`config.mk`:
```
export PLATFORM = sky130hd
export DESIGN_NAME = irq_vector_sequencer
export DESIGN_NICKNAME = d
export VERILOG_FILES = /design/src/rtl/irq_vector_sequencer.sv
export SDC_FILE = /design/constraint.sdc
export NUM_CORES = 1
export LEC_CHECK = 0
export CORE_MARGIN = 3
export CORE_UTILIZATION = 35
export DETAILED_ROUTE_END_ITERATION = 7
export GPL_TIMING_DRIVEN = 0
export PLACE_DENSITY = 0.8
export SKIP_CTS_REPAIR_TIMING = 1
export SLEW_MARGIN = 20
export SYNTH_ARGS = -nofsm -noshare
export SYNTH_HDL_FRONTEND = slang
export SYNTH_SLANG_ARGS = --single-unit
```
`constraint.sdc`:
```
create_clock -name clk -period 4.64 [get_ports clk]
set_input_delay 0.928 -clock clk [delete_from_list [all_inputs] [get_ports clk]]
set_output_delay 0.928 -clock clk [all_outputs]
set_load 0.05 [all_outputs]
```
`src/rtl/irq_vector_sequencer.sv`:
```
// Interrupt/reset vector sequencer for the 6502 core: arbitrates RESET, NMI, BRK and
// maskable IRQs at instruction boundaries, pushes PC/P, fetches the vector, loads PC.
module irq_vector_sequencer #(
  parameter int          IRQ_LINES = 4,
  parameter logic [15:0] NMI_VEC   = 16'hFFFA,
  parameter logic [15:0] RST_VEC   = 16'hFFFC,
  parameter logic [15:0] IRQ_VEC   = 16'hFFFE
) (
  input  logic                 clk,
  input  logic                 rst,
  input  logic [IRQ_LINES-1:0] irq_n,
  input  logic [IRQ_LINES-1:0] irq_mask,
  input  logic                 nmi_n,
  input  logic                 brk,
  input  logic                 boundary,
  input  logic [7:0]           P_in,
  input  logic [15:0]          PC_in,
  input  logic [7:0]           S_in,
  input  logic                 rdy,
  input  logic [7:0]           data_in,
  output logic                 busy,
  output logic                 bus_req,
  output logic [15:0]          bus_addr,
  output logic [7:0]           bus_dout,
  output logic                 mem_rw,
  output logic                 S_dec,
  output logic [15:0]          PC_out,
  output logic                 PC_ld,
  output logic                 set_I,
  output logic [3:0]           cause
);

  typedef enum logic [3:0] {
    RST_HOLD, RST_VL, RST_VH, IDLE, PUSH_PCH, PUSH_PCL, PUSH_P, VEC_L, VEC_H, LOAD
  } state_t;

  localparam logic [3:0] CAUSE_BRK = 4'd8;
  localparam logic [3:0] CAUSE_NMI = 4'd9;
  localparam logic [3:0] CAUSE_RST = 4'd10;

  state_t      state, state_nx;
  logic        nmi_q, nmi_pend;
  logic        vec_nmi, is_brk;
  logic [3:0]  cause_q;
  logic        irq_any;
  logic [3:0]  irq_idx;
  logic        accept;
  logic [3:0]  accept_cause;
  logic [15:0] vec_base;
  logic [7:0]  pushed_p;

  // Scan from the top down so the lowest pending index is the one left standing.
  always_comb begin
    irq_any = 1'b0;
    irq_idx = '0;
    for (int k = IRQ_LINES - 1; k >= 0; k--) begin
      if (!irq_n[k] && irq_mask[k] && !P_in[2]) begin
        irq_any = 1'b1;
        irq_idx = 4'(k);
      end
    end
  end

  assign accept       = (state == IDLE) && boundary && (nmi_pend || brk || irq_any);
  assign accept_cause = nmi_pend ? CAUSE_NMI : (brk ? CAUSE_BRK : irq_idx);
  assign vec_base     = vec_nmi ? NMI_VEC : IRQ_VEC;
  assign pushed_p     = ((P_in | 8'h20) & 8'hEF) | {3'b000, is_brk, 4'b0000};

  // NOTE: every output and next-state gets a default before the case so no latch is inferred.
  always_comb begin
    state_nx = state;
    busy     = (state != IDLE);
    bus_req  = 1'b0;
    bus_addr = '0;
    bus_dout = '0;
    mem_rw   = 1'b1;
    S_dec    = 1'b0;
    PC_ld    = 1'b0;
    set_I    = 1'b0;
    cause    = '0;
    case (state)
      RST_HOLD: state_nx = RST_VL;
      RST_VL: begin
        bus_req  = 1'b1;
        bus_addr = RST_VEC;
        if (rdy) state_nx = RST_VH;
      end
      RST_VH: begin
        bus_req  = 1'b1;
        bus_addr = RST_VEC + 16'd1;
        if (rdy) state_nx = LOAD;
      end
      IDLE: if (accept) state_nx = PUSH_PCH;
      PUSH_PCH: begin
        bus_req  = 1'b1;
        bus_addr = {8'h01, S_in};
        bus_dout = PC_in[15:8];
        mem_rw   = 1'b0;
        S_dec    = rdy;
        if (rdy) state_nx = PUSH_PCL;
      end
      PUSH_PCL: begin
        bus_req  = 1'b1;
        bus_addr = {8'h01, S_in};
        bus_dout = PC_in[7:0];
        mem_rw   = 1'b0;
        S_dec    = rdy;
        if (rdy) state_nx = PUSH_P;
      end
      PUSH_P: begin
        bus_req  = 1'b1;
        bus_addr = {8'h01, S_in};
        bus_dout = pushed_p;
        mem_rw   = 1'b0;
        S_dec    = rdy;
        if (rdy) state_nx = VEC_L;
      end
      VEC_L: begin
        bus_req  = 1'b1;
        bus_addr = vec_base;
        if (rdy) state_nx = VEC_H;
      end
      VEC_H: begin
        bus_req  = 1'b1;
        bus_addr = vec_base + 16'd1;
        if (rdy) state_nx = LOAD;
      end
      LOAD: begin
        PC_ld    = 1'b1;
        set_I    = 1'b1;
        cause    = cause_q;
        state_nx = IDLE;
      end
      default: state_nx = RST_HOLD;
    endcase
  end

  // NOTE: state registers use non-blocking assignments so every flop samples pre-edge values.
  always_ff @(posedge clk or posedge rst) begin
    if (rst) begin
      state    <= RST_HOLD;
      nmi_q    <= 1'b1;
      nmi_pend <= 1'b0;
      vec_nmi  <= 1'b0;
      is_brk   <= 1'b0;
      cause_q  <= CAUSE_RST;
      PC_out   <= '0;
    end else begin
      state <= state_nx;
      nmi_q <= nmi_n;
      // A fresh edge wins over the clear so it is never lost.
      if (nmi_q && !nmi_n)
        nmi_pend <= 1'b1;
      else if (state == VEC_L && rdy && vec_nmi)
        nmi_pend <= 1'b0;

      if (accept) begin
        vec_nmi <= nmi_pend;
        is_brk  <= !nmi_pend && brk;
        cause_q <= accept_cause;
      end else if ((state inside {PUSH_PCH, PUSH_PCL, PUSH_P}) && nmi_pend && !vec_nmi) begin
        // NMI hijack: redirect the vector, leave the pushed B bit alone.
        vec_nmi <= 1'b1;
        cause_q <= CAUSE_NMI;
      end

      if ((state == RST_VL || state == VEC_L) && rdy) PC_out[7:0]  <= data_in;
      if ((state == RST_VH || state == VEC_H) && rdy) PC_out[15:8] <= data_in;
    end
  end

endmodule

```
==> out/qor.yml <==
global_routing:
  overflow: 0
  antenna_found_initial: 0
  grt_max_degree: 28
  grt_usage_pct: 16.3
  grt_pass1_wl_um: 8380
  grt_pass1_vias: 1799
routing:
  drc_errors: 0
  drt_iter0_markers: 26
  vias: 1701
  wirelength_um: 4840
  wl_per_cell_um: 13.7
  first_pass_iters: 4
  via_per_inst: 4.82
  ant_nets: 0
layout:
  drive_above_1_share_pct: 16.4
  area_growth_pct: 60.7
  nFillCells: 446
  fin_nets: 341
  final_area_um2: 2970
  n_antenna_cell: 0
sta:
  fin_tns_setup_ns: 0
  rsz0062_at_grt: "no"
  tightest_slew_ns: 0.945
  relSlewSlack_pct: 36.6
  fin_crit_ns: 3.59
  hold_viol_final: 0
  fin_crit_sh_pct: 77.4
  setup_violations: 0
  fin_skew_ns: 0.00431
  drv_slew: 0
  finalWorstSetupSlack_ns: 1.05
  fmax_ghz: 0.278
place:
  hpwlAfterDp_um: 3870
  place.gp.congestion: 0.760
  place_ws_ns: 1.12
  placed_cell_area_um2: 2930
  port_buffers: 99
yosys:
  syn_inst: 183
  synth_top_area_share_pct: 32.5
  yosysSeqAreaShare_pct: 36.7
  postSynthAreaPerCell_um2: 10.1
  yosysUniqueCellTypes: 47
  synth_fp_nets: 237
  synth_seq_cells: 27
  syn_area_um2: 1850
  synth.top_cells.by_area: "dfrtp_1, mux2_4, mux2i_1, nor2_1, buf_4"
  synth_warnings: 0
  synth_top_cell_by_area: "dfrtp_1"
die:
  die_w_um: 78.7
  die-area_um2: 6200
  initial_core_util_pct: 37.7
  num_rows: 25
  io_pins: 104
  dieHeight_um: 78.7
  coreArea_um2: 4910
worst_setup_path:
  crit_fanout: 14
  critPathRequiredTime_ns: 3.71
  crit_type: "reg2out"
  critPathLaunchType: "flop"
  cp-end-kind: "output pin"
  crit_arrival_ns: 2.66
clocking:
  root_buffer: "clkbuf_8"
  clk_pin_slew_ns: 0.09
  cts_max_path_buffers: 2
  cts_tree: "done"
  numClockSinks: 27
  cts_made_buffers: 3
  ctsHtreeMaxLevel: 1
  clk_latency_ns: 0.27
hold_path:
  hp-class: "reg2reg"
job:
  cap_viol_max_count: 0
run_status:
  status: "finished clean"
## critical path, stage by stage, from the launching register on
cell,delay (ns)
dfrtp_1,0.43
buf_4,0.23
xor2_1,0.21
mux2i_1,0.11
o21ai_2,0.42
buf_4,0.20
clkdlybuf4s50_1,0.80
## layer usage
layer | track usage (%) | up-vias | share of wire [%]
li1 | - | 836 | -
met1 | 20.7 | 787 | 43
met5 | 0 | - | 0
met2 | 28.4 | 76 | 49
met3 | 4.42 | 2 | 7.7
met4 | 2.27 | 0 | 0.47
## state kept, by name, summed over array words and instances, names as in the netlist
signal / count
is_brk: 1
PC_out: 16
state: 4
vec_nmi: 1
nmi_pend: 1
nmi_q: 1
cause_q: 3
## cells by family after synthesis
group           share of synthesized area (%)
simple gates                             18.8
other cells                             0.203
xor+xnor                                 1.42
flops                                    36.7
mux                                      19.5
compound gates                           14.7
buf+inv                                  8.65
## cell usage after synthesis, drive strengths merged
cell type	instances
nor2	26
dfrtp	24
mux2	17
buf	16
a21oi	13
mux2i	11
nand2b	9
inv	7
a21o	6
and2	5
o21ai	5
nand2	4
dfstp	3
nor2b	3
o22ai	3
o31ai	3
clkbuf	2
nor3	2
or3	2
xnor2	2
a211oi	1
a21bo	1
a21boi	1
a221oi	1
a2bb2oi	1
a31oi	1
and3	1
and3b	1
and4b	1
conb	1
nand3	1
nand3b	1
nand4bb	1
nor3b	1
nor4b	1
o22a	1
o31a	1
o41ai	1
or3b	1
xor2	1
## area by class of cell
cell class	count	area, um^2	share of cell area [%]
clock inverters	1	7.51	0.252
well taps	67	83.8	2.82
clock buffers	3	41.3	1.39
multi-input cells	131	1010	34.0
flip-flops and latches	27	679	22.8
plain buffers	18	134	4.50
inverters	7	26.3	0.883
repair buffers	99	991	33.3
## stage by stage
| step | utilization, % | hold slack, ns | instances |
|---|---|---|---|
| 2_1_floorplan | - | 0.449 | 183 |
| 3_3_place_gp | 59.6 | 0.484 | 349 |
| 3_5_place_dp | 59.6 | 0.482 | 349 |
| 4_1_cts | 60.6 | 0.503 | 353 |
| 5_1_grt | 60.6 | 0.539 | 353 |
| 6_report | 60.6 | 0.505 | 353 |
## cells in the final DEF (no fill, tap or decap), types with 5 or more instances in the layout
cell,n
a21oi_1,13
mux2i_1,11
nor2_1,25
dfrtp_1,24
and2_1,5
inv_1,6
buf_4,11
mux2_4,16
a21o_1,6
clkdlybuf4s50_1,99
nand2b_1,8
## worst paths after layout
kind / to / cells after the start / from / slack, ns
setup reg to reg: vec_nmi / 4 / state[3] / 3.03
setup / recovery: bus_addr[13] / 6 / state[0] / 1.05
hold / removal: is_brk / 1 / is_brk / 0.51
hold reg to reg: is_brk / 1 / is_brk / 0.51
min in group asynchronous: PC_out[15] / 2 / rst / 1.06
max in group asynchronous: cause_q[0] / 2 / rst / 3.14
Power is not shown: default switching activity piles up to over one toggle a cycle in this logic, so the estimate is an artifact.
